<file path="src/rtl/cp0_int_ctrl.sv">
`default_nettype none
// ============================================================================
// Module      : cp0_int_ctrl
// Description : Coprocessor-0 exception/interrupt controller. Holds SR, Cause,
//               EPC and PrID, serves mfc0/mtc0 and decides each cycle whether
//               the M-stage instruction is interrupted.
// Revision    : 1.0 - initial release
// ============================================================================
module cp0_int_ctrl #(
    parameter logic [31:0] PRID = 32'h0000_2020
) (
    input  logic        clk,
    input  logic        reset,
    input  logic [4:0]  A1,
    input  logic [4:0]  A2,
    input  logic [31:0] Din,
    input  logic        WE,
    input  logic [31:0] PC,
    input  logic        BD,
    input  logic [4:0]  ExcCodeIn,
    input  logic [5:0]  HWInt,
    input  logic        EXLClr,
    output logic        IntReq,
    output logic [31:0] EPC,
    output logic [31:0] Dout
);

    localparam logic [4:0] c_REG_SR    = 5'd12;
    localparam logic [4:0] c_REG_CAUSE = 5'd13;
    localparam logic [4:0] c_REG_EPC   = 5'd14;
    localparam logic [4:0] c_REG_PRID  = 5'd15;

    // Architectural state
    logic [5:0]  im_q, im_d;
    logic        exl_q, exl_d;
    logic        ie_q, ie_d;
    logic        bd_q, bd_d;
    logic [5:0]  ip_q, ip_d;
    logic [4:0]  exccode_q, exccode_d;
    logic [31:0] epc_q, epc_d;

    logic        w_hw_req;
    logic        w_exc_req;
    logic        w_int_req;
    logic [31:0] w_pc_aligned;
    logic [31:0] w_sr;
    logic [31:0] w_cause;

    // PC[1:0] is never meaningful for a word-aligned victim address.
    wire w_unused = &{1'b0, PC[1:0]};

    // Hardware requests look at live HWInt so an IRQ is taken the cycle it rises.
    assign w_hw_req     = ie_q & ~exl_q & (|(HWInt & im_q));
    assign w_exc_req    = ~exl_q & (ExcCodeIn != 5'd0);
    assign w_int_req    = (w_hw_req | w_exc_req) & ~reset;
    assign IntReq       = w_int_req;
    assign EPC          = epc_q;
    assign w_pc_aligned = {PC[31:2], 2'b00};

    assign w_sr    = {16'b0, im_q, 8'b0, exl_q, ie_q};
    assign w_cause = {bd_q, 15'b0, ip_q, 3'b0, exccode_q, 2'b00};

    // mfc0 read mux: reflects registered state only, so a same-cycle mtc0 is not visible.
    always_comb begin
        Dout = 32'h0;
        case (A1)
            c_REG_SR:    Dout = w_sr;
            c_REG_CAUSE: Dout = w_cause;
            c_REG_EPC:   Dout = epc_q;
            c_REG_PRID:  Dout = PRID;
            default:     Dout = 32'h0;
        endcase
    end

    // Next-state: exception entry wins over eret and over any concurrent mtc0.
    always_comb begin
        im_d      = im_q;
        exl_d     = exl_q;
        ie_d      = ie_q;
        bd_d      = bd_q;
        ip_d      = HWInt;
        exccode_d = exccode_q;
        epc_d     = epc_q;
        if (w_int_req) begin
            exl_d     = 1'b1;
            bd_d      = BD;
            exccode_d = w_hw_req ? 5'd0 : ExcCodeIn;
            epc_d     = BD ? (w_pc_aligned - 32'd4) : w_pc_aligned;
        end else begin
            if (EXLClr) begin
                exl_d = 1'b0;
            end
            // An SR write in the same cycle as eret overrides the cleared EXL bit.
            if (WE) begin
                case (A2)
                    c_REG_SR: begin
                        im_d  = Din[15:10];
                        exl_d = Din[1];
                        ie_d  = Din[0];
                    end
                    c_REG_EPC: epc_d = {Din[31:2], 2'b00};
                    default: ;
                endcase
            end
        end
    end

    // State register with synchronous reset.
    always_ff @(posedge clk) begin
        if (reset) begin
            im_q      <= 6'd0;
            exl_q     <= 1'b0;
            ie_q      <= 1'b0;
            bd_q      <= 1'b0;
            ip_q      <= 6'd0;
            exccode_q <= 5'd0;
            epc_q     <= 32'd0;
        end else begin
            im_q      <= im_d;
            exl_q     <= exl_d;
            ie_q      <= ie_d;
            bd_q      <= bd_d;
            ip_q      <= ip_d;
            exccode_q <= exccode_d;
            epc_q     <= epc_d;
        end
    end

endmodule
`default_nettype wire

</file>
<file path="config.mk">
export PLATFORM = sky130hd
export DESIGN_NAME = cp0_int_ctrl
export DESIGN_NICKNAME = d
export VERILOG_FILES = /design/src/rtl/cp0_int_ctrl.sv
export SDC_FILE = /design/constraint.sdc
export NUM_CORES = 1
export LEC_CHECK = 0
export ABC_AREA = 1
export BUFFER_PORTS_ARGS = -buffer_cell sky130_fd_sc_hd__buf_4
export CAP_MARGIN = 20
export CORE_MARGIN = 1
export CORE_UTILIZATION = 43
export CTS_CLUSTER_DIAMETER = 40
export DETAILED_ROUTE_END_ITERATION = 10
export GPL_TIMING_DRIVEN = 0
export MAX_ROUTING_LAYER = met4
export PLACE_DENSITY = 0.77
export SLEW_MARGIN = 20
export SYNTH_ARGS = -nofsm -noshare
export SYNTH_HDL_FRONTEND = slang
export SYNTH_SLANG_ARGS = --single-unit
export TNS_END_PERCENT = 10
</file>
<file path="constraint.sdc">
create_clock -name clk -period 1.4 [get_ports clk]
set_input_delay 0.07 -clock clk [delete_from_list [all_inputs] [get_ports clk]]
set_output_delay 0.07 -clock clk [all_outputs]
set_load 0.01 [all_outputs]
</file>
=== Word level (Yosys, flattened, before mapping) ===
Index checks and enable logic that the tools add are counted.
Widths: inputs -> output; s select.

* Flip-flop bits (word level): 52
* Output and inout port bits: 65
* Logic and storage cells: 39

* $add $sub $neg: 1
* Equality and inequality tests: 6
* Muxes and demuxes: 10
* Bitwise gates (word level): 9
* Reductions and logical operators: 6

{| class="wikitable"
|+ Operators by type and width
! cell !! number
|-
| $mux 32 || 4
|-
| $pmux 32 s4 || 1
|-
| $sub 32x3->32 const B || 1
|-
| $eq 5x4->1 const B || 6
|-
| $and 6x6->6 || 1
|-
| $reduce_or 6->1 || 1
|-
| $mux 5 || 1
|-
| $reduce_bool 5->1 || 1
|-
| $and 1x1->1 || 4
|-
| $mux 1 || 4
|-
| $reduce_bool 2->1 || 2
|-
| $not 1->1 || 3
|-
| $reduce_and 3->1 || 1
|-
| $reduce_and 2->1 || 1
|-
| $or 1x1->1 || 1
|}

=== Logic depth before layout (Yosys ltp) ===
* Depth in word-level cells: 7
* Gate-level depth with buffers: 13

=== Least setup slack after synthesis ===
Ideal clock, no wire load.

* Path type: reg2reg
* Start point: register im_q[2]
* End point: register epc_q[22], in the netlist EPC[22]
* Setup time: 0.132 ns
* Data arrival time: 1.191 ns
* Data required time: 1.268 ns
* Slack: 0.077 ns
* Cell stages (with the launch flop): 12
* Buffers on the path: 1
* Path through: dfxtp_1 > nand2_1 > nand2_1 > nor2_2 > nand2_2 > nand2_4 > nand2_2 > nand2_4 > buf_2 > o21ai_0 > nand2_1 > a21oi_1

* Longest elaborated chain between the ends: 7
* Elaborated cells on any way between the ends: 9
* Classes of those cells: mux (1); bitwise (4); reduce/logical (4)

{| class="wikitable"
|+ RTL lines
! what !! line !! text
|-
| from (decl) || 34 || <nowiki>logic [5:0] im_q, im_d;</nowiki>
|-
| from (signal assigned) || 119 || <nowiki>im_q <= im_d;</nowiki>
|-
| $and 6x6->6 (*) || 53 || <nowiki>assign w_hw_req = ie_q & ~exl_q & (|(HWInt & im_q));</nowiki>
|-
| $reduce_or 6->1 (*) || 53 ||
|-
| $and 1x1->1 (*) || 53 ||
|-
| $or 1x1->1 (*) || 55 || <nowiki>assign w_int_req = (w_hw_req | w_exc_req) & ~reset;</nowiki>
|-
| $and 1x1->1 (*) || 55 ||
|-
| $reduce_bool 2->1 (no line) || - ||
|-
| $reduce_and 2->1 (no line) || - ||
|-
| to (signal assigned) || 125 || <nowiki>epc_q <= epc_d;</nowiki>
|-
| to (decl) || 40 || <nowiki>logic [31:0] epc_q, epc_d;</nowiki>
|}

Every way passes the cells marked *; elsewhere a longest branch is shown, timed or not.
A chain may end at the register's enable or synchronous reset.

=== Worst setup path after layout ===
* Start point: register im_q[4]
* End point: output IntReq

* Longest elaborated chain between the ends: 5

{| class="wikitable"
|+ RTL lines
! what !! line !! text
|-
| $and 6x6->6 || 53 ||
|-
| $reduce_or 6->1 || 53 ||
|-
| $and 1x1->1 || 53 ||
|-
| $or 1x1->1 || 55 ||
|-
| $and 1x1->1 || 55 ||
|-
| to (decl) || 23 || <nowiki>output logic IntReq,</nowiki>
|}

Every way passes these cells.

==> metrics.cfg <==
[floorplan]
start_util=0.446
die_area_mm2=0.00843
io_pins=155
coreArea_mm2=0.00777
fp.dieW_um=91.8
rows=32
die_y_um=91.8

[sta]
clock_skew_ns=0.00920
hold_violations=0
worstMarginPinSlew_ns=0.666
min_period_over_period=1.10
rsz0062_at_grt=yes
fmax_ghz=0.649
slew_violations=0
fin_crit_ns=1.54
relSlewSlack=0.552
setup_violations=38
fin_ws_ns=-0.140

[finish]
layout_common_cells=177 x nand2_1, 167 x buf_4, 89 x nor2_1
finish.net_count=862
diodes=0
final_cells=874
final_common_cell=nand2_1
area_delta_synth_final_pct=48.6
drive_gt1_frac=0.307

[logic_synthesis]
synth-xor-area-share=0.0328
ys_seq_elements=50
synth_seq_area_share=0.289
synthCells=592
synth_top_family_by_area=simple AND/OR/NAND/NOR gates
synthSimpleGateAreaFrac=0.413
synthAdderAreaFrac=0.00361
yosys-top-cells-area=dfxtp_1 29%, nand2_1 20%, nor2_1 9.9%, inv_1 8.1%, nand3_1 5.3%
ys_warn_count=0
synth_cell_types=36
synth-compound-area-share=0.140
syn_avg_cell_area_um2=5.86
synthFlopType=dfxtp_1
synth_top_area_cell=dfxtp_1
synthMuxAreaShare=0
synth_edf_count=0
async_flop_share=0
yosys.area.top_type_share=0.289
syn-cell-area_mm2=0.00347

[clock_tree]
cts_tree=yes
clock_latency_ns=0.30
cts.clk_slew.worst_paths_ns=0.09
htreeDepth=2
clock_tree.buffer_depth=2
root_buffer=clkbuf_8
numClockSinks=50
cts_buffers=5

[placement]
dp_cells=845
gp_congestion=0.944
dpl.hpwl_um=9570
portBuffers=150

[detailed_routing]
drt-total-wl_um=12400
wl_per_cell_um=14.2
postRouteAntennaNets=0
route.vias.total=4387
drc_errors=0
drtIter0Drc=243
via_per_inst=5.02
firstDrtPassIters=6

[grt]
grt_max_degree=16
grt_usage=0.299
overflow=0
antenna_found_initial=0
grt_pass1_wl_um=19600
grt_pass1_vias=4093

[pwr]
cell_internal_pwr_w=0.00250
p_leak_nw=2.49
comb_power_share=0.300
ir_drop_mv=0.385
pwr-share-clk=0.260
power.density_mw_per_mm2=707
total_power_w=0.00364
p_switching_w=0.00114
p_sw_frac=0.314
pwr-share-seq=0.440

[run_status]
failed_checks=negative setup slack
status=finished with violations

[min_path]
min_path_type=input pin to register

[worst_setup_path]
slowest_stage=dfxtp_2
crit_fanout=5
crit_type=register to primary output
arrival_ns=1.47
cp.required_ns=1.33
crit_path_cell_trace=nand2_1, nand2_1, inv_1, nand2_2, nand2_4, a21oi_4, buf_6, buf_6
end_kind=primary output
critPathLaunchType=register
path_buf_inv=3
cp_top_family=flip-flops
slowest_delay_ns=0.35

[flow_run]
maxCapViolCount=0

[metal layers]
| metal | part of all wire | wire length [um] | GRT usage | vias up |
|---|---|---|---|---|
| li1 | - | - | - | 2191 |
| met1 | 0.43 | 5340 | 0.384 | 1969 |
| met2 | 0.48 | 5940 | 0.507 | 202 |
| met3 | 0.070 | 865 | 0.0299 | 25 |
| met4 | 0.019 | 230 | 0.0716 | 0 |
| met5 | 0 | 0 | - | - |
[registers in the layout, indices dropped and copies added (netlist names)]
signal,count
exccode_q,5
im_q,6
EPC,30
bd_q,1
ip_q,6
ie_q,1
exl_q,1
[power groups by stage]
stage | Combinational [W] | Clock (W) | Sequential, W
2_1_floorplan | 0.000438 | 0 | 0.00165
3_3_place_gp | 0.000948 | 0 | 0.00163
3_5_place_dp | 0.000960 | 0 | 0.00163
4_1_cts | 0.00104 | 0.000948 | 0.00160
5_1_grt | 0.00119 | 0.00100 | 0.00162
6_report | 0.00109 | 0.000948 | 0.00160
[worst register-to-register path, stage by stage (launching register included)]
cell	delay, ns
dfxtp_2	0.35
nand2_1	0.05
nand2_1	0.07
inv_1	0.07
nand2_2	0.09
nand2_4	0.08
a21oi_4	0.22
buf_6	0.15
buf_4	0.14
nand3_1	0.10
a21oi_1	0.13
[repair_timing]
action                     CTS  global route
gates cloned                 1             0
hold endpoints to repair     6             0
setup endpoints to repair   75            64
pin swaps                    8             3
setup buffers               11             3
hold buffers                 6             0
resized for setup           30            29
[area by class of cell]
| class | count | area, um^2 |
|---|---|---|
| clock buffers | 7 | 96.3 |
| clock inverters | 1 | 8.76 |
| fillers | 711 | 2620 |
| flip-flops and latches | 50 | 1010 |
| repair buffers | 171 | 1310 |
| well taps | 102 | 128 |
| inverters | 80 | 313 |
| multi-input cells | 441 | 2130 |
| plain buffers | 22 | 164 |
[stage by stage]
step           setup slack [ns]  setup TNS [ns]   util  area (um^2)  hold WS, ns
4_1_cts                  -0.114           -1.34  0.650         5050       0.0310
3_5_place_dp             -0.303           -9.86  0.608         4720        0.292
6_report                 -0.140           -2.18  0.663         5150       0.0200
3_3_place_gp             -0.268           -7.35  0.608         4720        0.286
2_1_floorplan            0.0770               0      -         3470        0.177
5_1_grt                  -0.255           -7.57  0.663         5150       0.0313
[cells by family after synthesis]
family	count (synthesis)
other cells	1
xor+xnor	13
fa+ha+maj	1
compound gates	86
flops	50
buf+inv	102
simple gates	339
[cell usage after synthesis, types with 2 or more instances]
cell type	n
a21oi_1	32
nand2_4	3
nor2_1	91
nor3_1	3
nand2_1	183
dfxtp_1	50
xor2_1	11
nor2_4	4
buf_4	4
o211ai_1	3
a31oi_1	5
nand4_1	3
inv_1	75
a22o_1	4
xnor2_1	2
nand3_1	37
inv_2	4
clkbuf_1	7
nand2_2	7
buf_2	10
nor2_2	4
o21ai_0	28
o21ai_1	9
[worst paths after layout]
kind	start	endpoint	slack, ns	cells past startpoint
setup reg to reg	im_q[4]	EPC[13]	-0.10	10
hold reg to reg	exccode_q[4]	exccode_q[4]	0.48	2
hold / removal	Din[11]	im_q[1]	0.02	3
setup / recovery	im_q[4]	IntReq	-0.14	8
(Power assumes the default switching activity.)
